File: config.mk
export PLATFORM = sky130hd
export DESIGN_NAME = axi_lite_cmd_master_flat
export DESIGN_NICKNAME = d
export VERILOG_FILES = /design/src/rtl/axi_lite_cmd_master_if.sv /design/src/rtl/axi_lite_cmd_master.sv /design/src/flat_wrapper.sv
export SDC_FILE = /design/constraint.sdc
export NUM_CORES = 1
export LEC_CHECK = 0
export CAP_MARGIN = 20
export CORE_ASPECT_RATIO = 1.1
export CORE_MARGIN = 10
export CORE_UTILIZATION = 47
export DETAILED_ROUTE_END_ITERATION = 8
export PLACE_DENSITY = 0.86
export SLEW_MARGIN = 20
export SYNTH_ARGS = -nofsm -noshare
export SYNTH_HDL_FRONTEND = slang
export SYNTH_SLANG_ARGS = --single-unit
File: constraint.sdc
create_clock -name ACLK -period 3.9 [get_ports ACLK]
set_input_delay 0.39 -clock ACLK [delete_from_list [all_inputs] [get_ports ACLK]]
set_output_delay 0.39 -clock ACLK [all_outputs]
set_load 0.02 [all_outputs]
File: src/rtl/axi_lite_cmd_master_if.sv
// axi_lite_cmd_master_if: AXI4-Lite bus between the command master and a register-block slave
interface axi_lite_cmd_master_if #(
    parameter int ADDR_W = 32,
    parameter int DATA_W = 32
);
    logic [ADDR_W-1:0]   AWADDR;
    logic [2:0]          AWPROT;
    logic                AWVALID;
    logic                AWREADY;
    logic [DATA_W-1:0]   WDATA;
    logic [DATA_W/8-1:0] WSTRB;
    logic                WVALID;
    logic                WREADY;
    logic [1:0]          BRESP;
    logic                BVALID;
    logic                BREADY;
    logic [ADDR_W-1:0]   ARADDR;
    logic [2:0]          ARPROT;
    logic                ARVALID;
    logic                ARREADY;
    logic [DATA_W-1:0]   RDATA;
    logic [1:0]          RRESP;
    logic                RVALID;
    logic                RREADY;

    modport master (
        output AWADDR, AWPROT, AWVALID, input AWREADY,
        output WDATA, WSTRB, WVALID, input WREADY,
        input BRESP, BVALID, output BREADY,
        output ARADDR, ARPROT, ARVALID, input ARREADY,
        input RDATA, RRESP, RVALID, output RREADY
    );

    modport slave (
        input AWADDR, AWPROT, AWVALID, output AWREADY,
        input WDATA, WSTRB, WVALID, output WREADY,
        output BRESP, BVALID, input BREADY,
        input ARADDR, ARPROT, ARVALID, output ARREADY,
        output RDATA, RRESP, RVALID, input RREADY
    );
endinterface

File: src/rtl/axi_lite_cmd_master.sv
// axi_lite_cmd_master: single-outstanding AXI4-Lite master driven by a valid/ready command stream
module axi_lite_cmd_master #(
    parameter int ADDR_W         = 32,
    parameter int DATA_W         = 32,
    parameter int TIMEOUT_CYCLES = 1024
) (
    input  logic                  ACLK,
    input  logic                  ARESETN,
    input  logic                  cmd_valid,
    output logic                  cmd_ready,
    input  logic                  cmd_write,
    input  logic [ADDR_W-1:0]     cmd_addr,
    input  logic [DATA_W-1:0]     cmd_wdata,
    input  logic [DATA_W/8-1:0]   cmd_wstrb,
    output logic                  rsp_valid,
    input  logic                  rsp_ready,
    output logic [DATA_W-1:0]     rsp_rdata,
    output logic [1:0]            rsp_resp,
    output logic                  rsp_timeout,
    output logic                  busy,
    axi_lite_cmd_master_if.master M_AXI
);
    typedef enum logic [2:0] {IDLE, WR, WB, RA, RD, RSP} state_t;

    localparam logic [31:0] WD_LAST = 32'(TIMEOUT_CYCLES > 0 ? TIMEOUT_CYCLES - 1 : 0);

    state_t              state_q;
    logic [ADDR_W-1:0]   addr_q;
    logic [DATA_W-1:0]   wdata_q;
    logic [DATA_W/8-1:0] wstrb_q;
    logic                awvalid_q;
    logic                wvalid_q;
    logic                bready_q;
    logic                arvalid_q;
    logic                rready_q;
    logic                aw_done_q;
    logic                w_done_q;
    logic                rsp_valid_q;
    logic                rsp_timeout_q;
    logic [DATA_W-1:0]   rsp_rdata_q;
    logic [1:0]          rsp_resp_q;
    logic [31:0]         wd_q;
    logic                aw_done_d;
    logic                w_done_d;
    logic                wd_fire;
    logic                abort;

    assign cmd_ready     = state_q == IDLE;
    assign busy          = state_q != IDLE;
    assign rsp_valid     = rsp_valid_q;
    assign rsp_rdata     = rsp_rdata_q;
    assign rsp_resp      = rsp_resp_q;
    assign rsp_timeout   = rsp_timeout_q;
    assign M_AXI.AWADDR  = addr_q;
    assign M_AXI.ARADDR  = addr_q;
    assign M_AXI.AWPROT  = 3'b000;
    assign M_AXI.ARPROT  = 3'b000;
    assign M_AXI.WDATA   = wdata_q;
    assign M_AXI.WSTRB   = wstrb_q;
    assign M_AXI.AWVALID = awvalid_q;
    assign M_AXI.WVALID  = wvalid_q;
    assign M_AXI.BREADY  = bready_q;
    assign M_AXI.ARVALID = arvalid_q;
    assign M_AXI.RREADY  = rready_q;

    // Sticky AW/W completion including this cycle's handshake; watchdog abort unless a B/R beat completes now
    always_comb begin
        aw_done_d = aw_done_q | (awvalid_q & M_AXI.AWREADY);
        w_done_d  = w_done_q | (wvalid_q & M_AXI.WREADY);
        wd_fire   = (TIMEOUT_CYCLES != 0) && (wd_q == WD_LAST);
        abort     = wd_fire && (state_q == WR || state_q == RA ||
                    (state_q == WB && !M_AXI.BVALID) || (state_q == RD && !M_AXI.RVALID));
    end

    // Transaction sequencer with registered AXI handshake and response outputs
    always_ff @(posedge ACLK or negedge ARESETN) begin
        if (!ARESETN) begin
            state_q       <= IDLE;
            addr_q        <= '0;
            wdata_q       <= '0;
            wstrb_q       <= '0;
            awvalid_q     <= 1'b0;
            wvalid_q      <= 1'b0;
            bready_q      <= 1'b0;
            arvalid_q     <= 1'b0;
            rready_q      <= 1'b0;
            aw_done_q     <= 1'b0;
            w_done_q      <= 1'b0;
            rsp_valid_q   <= 1'b0;
            rsp_timeout_q <= 1'b0;
            rsp_rdata_q   <= '0;
            rsp_resp_q    <= 2'b00;
            wd_q          <= '0;
        end else begin
            if (state_q inside {WR, WB, RA, RD}) wd_q <= wd_q + {31'd0, ~&wd_q};
            if (abort) begin
                awvalid_q     <= 1'b0;
                wvalid_q      <= 1'b0;
                bready_q      <= 1'b0;
                arvalid_q     <= 1'b0;
                rready_q      <= 1'b0;
                rsp_valid_q   <= 1'b1;
                rsp_resp_q    <= 2'b10;
                rsp_timeout_q <= 1'b1;
                rsp_rdata_q   <= '0;
                state_q       <= RSP;
            end else begin
                case (state_q)
                    IDLE: if (cmd_valid) begin
                        addr_q        <= cmd_addr;
                        wdata_q       <= cmd_wdata;
                        wstrb_q       <= cmd_wstrb;
                        wd_q          <= '0;
                        rsp_timeout_q <= 1'b0;
                        aw_done_q     <= 1'b0;
                        w_done_q      <= 1'b0;
                        awvalid_q     <= cmd_write;
                        wvalid_q      <= cmd_write;
                        arvalid_q     <= !cmd_write;
                        state_q       <= cmd_write ? WR : RA;
                    end
                    WR: begin
                        aw_done_q <= aw_done_d;
                        w_done_q  <= w_done_d;
                        if (aw_done_d) awvalid_q <= 1'b0;
                        if (w_done_d) wvalid_q <= 1'b0;
                        if (aw_done_d && w_done_d) begin
                            bready_q <= 1'b1;
                            state_q  <= WB;
                        end
                    end
                    WB: if (M_AXI.BVALID) begin
                        bready_q    <= 1'b0;
                        rsp_resp_q  <= M_AXI.BRESP;
                        rsp_rdata_q <= '0;
                        rsp_valid_q <= 1'b1;
                        state_q     <= RSP;
                    end
                    RA: if (M_AXI.ARREADY) begin
                        arvalid_q <= 1'b0;
                        rready_q  <= 1'b1;
                        state_q   <= RD;
                    end
                    RD: if (M_AXI.RVALID) begin
                        rready_q    <= 1'b0;
                        rsp_rdata_q <= M_AXI.RDATA;
                        rsp_resp_q  <= M_AXI.RRESP;
                        rsp_valid_q <= 1'b1;
                        state_q     <= RSP;
                    end
                    RSP: if (rsp_ready) begin
                        rsp_valid_q <= 1'b0;
                        state_q     <= IDLE;
                    end
                    default: state_q <= IDLE;
                endcase
            end
        end
    end
endmodule

File: src/flat_wrapper.sv
// flat-port wrapper written by rule: the top's interface ports become plain ports
module axi_lite_cmd_master_flat 
#(
    parameter int ADDR_W         = 32,
    parameter int DATA_W         = 32,
    parameter int TIMEOUT_CYCLES = 1024
)
  (ACLK, ARESETN, cmd_valid, cmd_ready, cmd_write, cmd_addr, cmd_wdata, cmd_wstrb, rsp_valid, rsp_ready, rsp_rdata, rsp_resp, rsp_timeout, busy, M_AXI_AWADDR, M_AXI_AWPROT, M_AXI_AWVALID, M_AXI_AWREADY, M_AXI_WDATA, M_AXI_WSTRB, M_AXI_WVALID, M_AXI_WREADY, M_AXI_BRESP, M_AXI_BVALID, M_AXI_BREADY, M_AXI_ARADDR, M_AXI_ARPROT, M_AXI_ARVALID, M_AXI_ARREADY, M_AXI_RDATA, M_AXI_RRESP, M_AXI_RVALID, M_AXI_RREADY);
  axi_lite_cmd_master_if #(.ADDR_W(ADDR_W), .DATA_W(DATA_W)) M_AXI_i ();
  input  logic ACLK;
  input  logic ARESETN;
  input  logic cmd_valid;
  output logic cmd_ready;
  input  logic cmd_write;
  input  logic [ADDR_W-1:0] cmd_addr;
  input  logic [DATA_W-1:0] cmd_wdata;
  input  logic [DATA_W/8-1:0] cmd_wstrb;
  output logic rsp_valid;
  input  logic rsp_ready;
  output logic [DATA_W-1:0] rsp_rdata;
  output logic [1:0] rsp_resp;
  output logic rsp_timeout;
  output logic busy;
  output wire logic [$bits(M_AXI_i.AWADDR)-1:0] M_AXI_AWADDR;
  output wire logic [$bits(M_AXI_i.AWPROT)-1:0] M_AXI_AWPROT;
  output wire logic [$bits(M_AXI_i.AWVALID)-1:0] M_AXI_AWVALID;
  input wire logic [$bits(M_AXI_i.AWREADY)-1:0] M_AXI_AWREADY;
  output wire logic [$bits(M_AXI_i.WDATA)-1:0] M_AXI_WDATA;
  output wire logic [$bits(M_AXI_i.WSTRB)-1:0] M_AXI_WSTRB;
  output wire logic [$bits(M_AXI_i.WVALID)-1:0] M_AXI_WVALID;
  input wire logic [$bits(M_AXI_i.WREADY)-1:0] M_AXI_WREADY;
  input wire logic [$bits(M_AXI_i.BRESP)-1:0] M_AXI_BRESP;
  input wire logic [$bits(M_AXI_i.BVALID)-1:0] M_AXI_BVALID;
  output wire logic [$bits(M_AXI_i.BREADY)-1:0] M_AXI_BREADY;
  output wire logic [$bits(M_AXI_i.ARADDR)-1:0] M_AXI_ARADDR;
  output wire logic [$bits(M_AXI_i.ARPROT)-1:0] M_AXI_ARPROT;
  output wire logic [$bits(M_AXI_i.ARVALID)-1:0] M_AXI_ARVALID;
  input wire logic [$bits(M_AXI_i.ARREADY)-1:0] M_AXI_ARREADY;
  input wire logic [$bits(M_AXI_i.RDATA)-1:0] M_AXI_RDATA;
  input wire logic [$bits(M_AXI_i.RRESP)-1:0] M_AXI_RRESP;
  input wire logic [$bits(M_AXI_i.RVALID)-1:0] M_AXI_RVALID;
  output wire logic [$bits(M_AXI_i.RREADY)-1:0] M_AXI_RREADY;
  assign M_AXI_AWADDR = M_AXI_i.AWADDR;
  assign M_AXI_AWPROT = M_AXI_i.AWPROT;
  assign M_AXI_AWVALID = M_AXI_i.AWVALID;
  assign M_AXI_i.AWREADY = M_AXI_AWREADY;
  assign M_AXI_WDATA = M_AXI_i.WDATA;
  assign M_AXI_WSTRB = M_AXI_i.WSTRB;
  assign M_AXI_WVALID = M_AXI_i.WVALID;
  assign M_AXI_i.WREADY = M_AXI_WREADY;
  assign M_AXI_i.BRESP = M_AXI_BRESP;
  assign M_AXI_i.BVALID = M_AXI_BVALID;
  assign M_AXI_BREADY = M_AXI_i.BREADY;
  assign M_AXI_ARADDR = M_AXI_i.ARADDR;
  assign M_AXI_ARPROT = M_AXI_i.ARPROT;
  assign M_AXI_ARVALID = M_AXI_i.ARVALID;
  assign M_AXI_i.ARREADY = M_AXI_ARREADY;
  assign M_AXI_i.RDATA = M_AXI_RDATA;
  assign M_AXI_i.RRESP = M_AXI_RRESP;
  assign M_AXI_i.RVALID = M_AXI_RVALID;
  assign M_AXI_RREADY = M_AXI_i.RREADY;
  axi_lite_cmd_master #(.ADDR_W(ADDR_W), .DATA_W(DATA_W), .TIMEOUT_CYCLES(TIMEOUT_CYCLES)) u_core (.ACLK(ACLK), .ARESETN(ARESETN), .cmd_valid(cmd_valid), .cmd_ready(cmd_ready), .cmd_write(cmd_write), .cmd_addr(cmd_addr), .cmd_wdata(cmd_wdata), .cmd_wstrb(cmd_wstrb), .rsp_valid(rsp_valid), .rsp_ready(rsp_ready), .rsp_rdata(rsp_rdata), .rsp_resp(rsp_resp), .rsp_timeout(rsp_timeout), .busy(busy), .M_AXI(M_AXI_i));
endmodule
==> results.py, run 1 <==
metrics = {
    "outcome": {
        "outcome": "finished clean",
    },
    "placement": {
        "io_buffers": 256,
        "hpwl_um": 14500,
        "dp_cells": 920,
        "place_congestion": 0.808,
    },
    "power": {
        "cellPowerDensity_nw_per_um2": 852,
        "leakage_nw": 4.02,
        "peakVddDrop_v": 0.000494,
    },
    "synth": {
        "seq_area_frac_synth": 0.566,
        "syn-mean-instance-area_um2": 12.0,
        "synth-seq-cells": 146,
        "ys_warn_count": 0,
        "synth_cell_types": 46,
        "synthFlopType": "dfrtp_1",
        "netlist_instances": 536,
        "async_flop_share": 1.00,
        "syn_area_um2": 6450,
        "synth-edff-count": 0,
    },
    "clock_tree": {
        "cts_tree": "done",
        "path_clk_slew_ns": 0.06,
        "hold_buffers": 0,
        "clock_latency_ns": 0.42,
        "post_cts_resized": 0,
        "cts_buffers": 17,
        "cts_max_level": 4,
        "cts.sinks": 146,
        "clockRootBuffer": "clkbuf_16",
        "clk_path_buf_depth": 2,
        "cts_setup_buffers": 0,
    },
    "timing": {
        "finalSetupTns_ns": 0,
        "hold_violations": 0,
        "fin_crit_ns": 3.09,
        "rsz0062_at_grt": "false",
        "max-slew-margin-rel": 0.364,
        "worst_pin_slew_ns": 0.950,
        "timing.final.crit_share": 0.791,
        "setup_viol": 0,
        "skew_ns": 0.00684,
        "slew_violations": 0,
        "fmaxAchievable_mhz": 324,
    },
    "critical_path": {
        "cp.arrival_ns": 3.41,
        "required_ns": 4.23,
        "worstSetupPathType": "reg -> reg",
        "end_kind": "flip-flop",
        "cp-start-kind": "flip-flop",
        "cp_max_fo": 11,
    },
    "finish": {
        "fin_util": 0.714,
        "fin_cells": 951,
        "layout_commonest_cell": "clkdlybuf4s50_1",
        "final_cell_mix": "255 x clkdlybuf4s50_1, 146 x dfrtp_1, 41 x mux2_2, 34 x nor2_1, 32 x a22o_1",
        "diodes": 0,
        "area_growth_pct": 47.4,
        "drive_gt1_frac": 0.115,
        "fin_nets": 871,
    },
    "route": {
        "drc": 0,
        "drtIter0Drc": 368,
        "drt_wl_total_um": 19100,
        "wl_per_cell_um": 20.1,
        "firstDrtPassIters": 5,
        "via_count": 5131,
        "drt-vias-per-instance": 5.40,
        "final_antenna_net_count": 0,
    },
    "worst_hold_path": {
        "hold_class": "in -> async",
    },
    "global_routing": {
        "grt_max_degree": 121,
        "globalRouteOverflowTotal": 0,
        "grt_pass1_wl_um": 30500,
        "grtUsageTotal": 0.201,
        "antenna_found_initial": 0,
        "first_global_vias": 5287,
    },
    "flow_run": {
        "max_cap_violations": 0,
    },
    "floorplanning": {
        "die_y_um": 143,
        "pin_count": 263,
        "start_util": 0.484,
        "num_rows": 44,
        "core_area_um2": 13300,
        "dieArea_um2": 18800,
        "die_w_um": 132,
    },
}
==> area by class of cell <==
cell class	count	area [µm²]
clock buffers	21	480
clock inverters	10	155
fillers	970	3810
inverters	9	33.8
multi-input cells	322	2370
flip-flops and latches	146	3650
well taps	184	230
repair buffers	259	2590
==> flip-flops by register name, summed over array words and instances (netlist names), 2 cells and up <==
| register | flops |
|---|---|
| u_core.M_AXI.ARADDR | 32 |
| u_core.M_AXI.WDATA | 32 |
| u_core.M_AXI.WSTRB | 4 |
| u_core.rsp_rdata | 32 |
| u_core.rsp_resp | 2 |
| u_core.state_q | 3 |
| u_core.wd_q | 32 |
==> worst paths after layout <==
check,slack (ns),cells after the start,start,end
setup / recovery,0.81,13,u_core.wd_q[15]$_DFF_PN0_,u_core.wd_q[26]$_DFF_PN0_
hold / removal,0.10,1,ARESETN,u_core.M_AXI.WDATA[17]$_DFFE_PN0P_
setup reg to reg,0.81,13,u_core.wd_q[15]$_DFF_PN0_,u_core.wd_q[26]$_DFF_PN0_
hold reg to reg,0.48,1,u_core.M_AXI.WSTRB[2]$_DFFE_PN0P_,u_core.M_AXI.WSTRB[2]$_DFFE_PN0P_
max in group asynchronous,2.84,2,ARESETN,u_core.M_AXI.ARADDR[11]$_DFFE_PN0P_
min in group ACLK,0.48,1,u_core.M_AXI.WSTRB[2]$_DFFE_PN0P_,u_core.M_AXI.WSTRB[2]$_DFFE_PN0P_
==> logic make-up after synthesis <==
family	count (synthesis)	share of synthesized area
buffers and inverters	73	0.0708
adders and majority gates	2	0.00388
other	1	0.000581
muxes	70	0.122
and+or+nand+nor	128	0.106
xor gates and xnor gates	17	0.0231
DFF	146	0.566
AOI/OAI and AO/OA	99	0.107
==> routing by layer <==
metal,vias to the layer above,track usage,routed length (µm)
met4,0,0.0738,357
met3,24,0.0835,1820
li1,2314,-,-
met2,251,0.334,9500
met5,-,0,0
met1,2542,0.229,7430
==> through the flow <==
| step | total power, mW | cell area [µm²] | hold WS, ns | setup slack [ns] |
|---|---|---|---|---|
| 6_report | 8.11 | 9510 | 0.101 | 0.814 |
| 5_1_grt | 8.52 | 9510 | 0.176 | 0.513 |
| 4_1_cts | 8.20 | 9510 | 0.197 | 0.830 |
| 3_5_place_dp | 6.42 | 8870 | 0.474 | 0.884 |
| 3_3_place_gp | 6.29 | 8870 | 0.466 | 1.04 |
| 2_1_floorplan | 4.72 | 6470 | 0.0944 | 1.60 |
==> cells in the mapped netlist, drive strengths merged, types with 7 or more instances <==
cell / number / area share
nand4: 11 / 0.012
xor2: 15 / 0.020
mux2: 70 / 0.12
a22o: 32 / 0.043
nor2: 37 / 0.024
clkbuf: 7 / 0.0041
and3: 9 / 0.0087
nand2: 23 / 0.014
o21ai: 27 / 0.022
a21oi: 21 / 0.016
inv: 9 / 0.0052
dfrtp: 146 / 0.57
nand3: 14 / 0.011
buf: 57 / 0.061
or3: 15 / 0.015
==> report_power, final <==
group	total [mW]	leakage [nW]	switching, mW	internal, mW
clock network	1.73	0.311	0.603	1.13
registers	2.51	1.86	0.415	2.10
logic	3.86	1.85	1.97	1.89
==> worst max-delay path, stage by stage, from the launching register on <==
cell     delay [ns]
dfrtp_1        0.44
and4_1         0.23
nand2_1        0.10
nor2_1         0.12
nand4_1        0.10
nor2_1         0.04
nand2_1        0.06
ha_1           0.18
ha_1           0.18
inv_1          0.05
nor2_1         0.57
nand4_1        0.38
or3_1          0.39
a21oi_1        0.15
(Power assumes the default switching activity.)
==> inputs of run 2 (changes only) <==
--- a/config.mk
+++ b/config.mk
@@ -8,9 +8,9 @@
 export CAP_MARGIN = 20
 export CORE_ASPECT_RATIO = 1.1
 export CORE_MARGIN = 10
-export CORE_UTILIZATION = 47
+export CORE_UTILIZATION = 43
 export DETAILED_ROUTE_END_ITERATION = 8
-export PLACE_DENSITY = 0.86
+export PLACE_DENSITY = 0.8
 export SLEW_MARGIN = 20
 export SYNTH_ARGS = -nofsm -noshare
 export SYNTH_HDL_FRONTEND = slang
==> constraint.sdc (replaced) <==
create_clock -name ACLK -period 3.2 [get_ports ACLK]
set_input_delay 0.32 -clock ACLK [delete_from_list [all_inputs] [get_ports ACLK]]
set_output_delay 0.32 -clock ACLK [all_outputs]
set_load 0.02 [all_outputs]
==> run 2 against run 1 <==
  * Sequential power rose by 22%
  * Hold slack improved by 0.37 ns
  * Combinational power increased by 22%
  * Largest cell class unchanged
==> results.py, run 2 (synthesized netlist as in run 1, its figures left out) <==
metrics = {
    "outcome": {
        "outcome": "finished clean",
    },
    "timing": {
        "fin_crit_ns": 2.75,
        "rsz0062_at_grt": "false",
        "timing.final.crit_share": 0.860,
        "fmaxAchievable_mhz": 363,
        "worst_pin_slew_ns": 0.932,
        "hold_violations": 0,
        "slew_violations": 0,
        "setup_viol": 0,
        "max-slew-margin-rel": 0.376,
        "skew_ns": 0.0106,
        "finalSetupTns_ns": 0,
    },
    "global_routing": {
        "first_global_vias": 5384,
        "globalRouteOverflowTotal": 0,
        "grt_pass1_wl_um": 29200,
        "grtUsageTotal": 0.182,
        "grt_max_degree": 78,
        "antenna_found_initial": 0,
    },
    "floorplanning": {
        "die_y_um": 148,
        "dieArea_um2": 20300,
        "core_area_um2": 14600,
        "pin_count": 263,
        "num_rows": 46,
        "start_util": 0.443,
        "die_w_um": 137,
    },
    "finish": {
        "drive_gt1_frac": 0.113,
        "layout_commonest_cell": "clkdlybuf4s50_1",
        "area_growth_pct": 47.0,
        "fin_cells": 961,
        "diodes": 0,
        "fin_nets": 874,
        "final_cell_mix": "255 x clkdlybuf4s50_1, 146 x dfrtp_1, 41 x mux2_2, 34 x nor2_1, 32 x a22o_1",
        "n_fill_cell": 1091,
    },
    "critical_path": {
        "path_delay_family": "buffers and inverters",
        "cp.arrival_ns": 2.43,
        "cp-start-kind": "flip-flop",
        "crit_path_top_delay_cell": "clkdlybuf4s50_1",
        "worstSetupPathType": "reg -> out",
        "required_ns": 2.88,
        "cp_max_fo": 21,
        "end_kind": "primary output",
        "path_cells": "or3_1 -> inv_1 -> clkdlybuf4s50_1",
        "path_buf_inv": 2,
        "crit_path_max_incr_delay_ns": 0.64,
    },
    "route": {
        "drt_wl_total_um": 18700,
        "drc": 0,
        "via_count": 5021,
        "firstDrtPassIters": 4,
        "wl_per_cell_um": 19.5,
        "drt-vias-per-instance": 5.22,
        "final_antenna_net_count": 0,
        "drtIter0Drc": 282,
    },
    "clock_tree": {
        "cts_tree": "done",
        "cts_max_level": 4,
        "clockRootBuffer": "clkbuf_16",
        "path_clk_slew_ns": 0.06,
        "cts_buffers": 17,
        "clk_path_buf_depth": 2,
        "clock_latency_ns": 0.42,
        "cts.sinks": 146,
    },
    "placement": {
        "hpwl_um": 14200,
        "io_buffers": 256,
        "dp_cells": 930,
        "place_congestion": 0.848,
    },
    "worst_hold_path": {
        "hold_class": "in -> async",
    },
    "power": {
        "cellPowerDensity_nw_per_um2": 1010,
        "leakage_nw": 4.00,
        "peakVddDrop_v": 0.000528,
    },
    "flow_run": {
        "max_cap_violations": 0,
    },
}
==> run 2: worst register-to-register path: stages, from the launching register on <==
cell and delay [ns]:
dfrtp_1 0.43, and3_1 0.22, and3_1 0.20, nand3_1 0.13, nor2_1 0.07, nand2_1 0.08, ha_1 0.17, ha_1 0.18
inv_1 0.05, nor2_1 0.14, nand4_1 0.28, or3_1 0.39, a21oi_1 0.16
==> run 2: layout make-up <==
| cell class | instances | area, µm² | share of cell area |
|---|---|---|---|
| Tap cell | 192 | 240 | 0.0253 |
| Inverter | 9 | 33.8 | 0.00356 |
| Clock inverter | 9 | 82.6 | 0.00871 |
| Sequential cell | 146 | 3650 | 0.385 |
| Timing Repair Buffer | 262 | 2640 | 0.278 |
| Clock buffer | 21 | 470 | 0.0496 |
| Multi-Input combinational cell | 322 | 2370 | 0.250 |
==> run 2: power breakdown <==
part | total, mW | switching [mW] | internal [mW] | leakage, nW
Combinational | 4.69 | 2.37 | 2.32 | 1.88
Clock | 1.86 | 0.739 | 1.12 | 0.271
Sequential | 3.06 | 0.509 | 2.55 | 1.86
==> run 2: final timing paths <==
check,startpoint,end,slack [ns],depth (start not counted)
max,u_core.state_q[2]$_DFFE_PN0P_,cmd_ready,0.45,3
min in group ACLK,u_core.M_AXI.WSTRB[0]$_DFFE_PN0P_,u_core.M_AXI.WSTRB[0]$_DFFE_PN0P_,0.48,1
max in group asynchronous,ARESETN,u_core.M_AXI.ARADDR[0]$_DFFE_PN0P_,1.92,3
min,ARESETN,u_core.M_AXI.WDATA[0]$_DFFE_PN0P_,0.47,2
max reg2reg,u_core.wd_q[25]$_DFF_PN0_,u_core.wd_q[26]$_DFF_PN0_,0.63,12
min reg2reg,u_core.M_AXI.WSTRB[0]$_DFFE_PN0P_,u_core.M_AXI.WSTRB[0]$_DFFE_PN0P_,0.48,1
==> run 2: per-layer routing <==
metal,vias to the layer above,global-route usage,part of all wire
met5,-,0,0
met4,0,0.0638,0.018
met3,19,0.0893,0.12
met2,232,0.307,0.48
met1,2452,0.192,0.37
li1,2318,-,-
==> run 2: per-stage QoR <==
stage          cell area [µm²]  setup WS (ns)  hold WS (ns)  power [mW]  utilization
2_1_floorplan             6470          0.900        0.0244        5.76            -
4_1_cts                   9490          0.450         0.478        9.73        0.651
6_report                  9490          0.447         0.469        9.61        0.651
3_5_place_dp              8920          0.638         0.367        7.83        0.613
5_1_grt                   9490          0.340         0.489        10.1        0.651
3_3_place_gp              8920          0.737         0.346        7.70        0.613
==> run 2: repair_timing <==
action,4_1_cts,5_1_grt
gates resized for setup,0,0
hold endpoints to repair,69,0
hold buffers,1,0
setup buffers,0,0
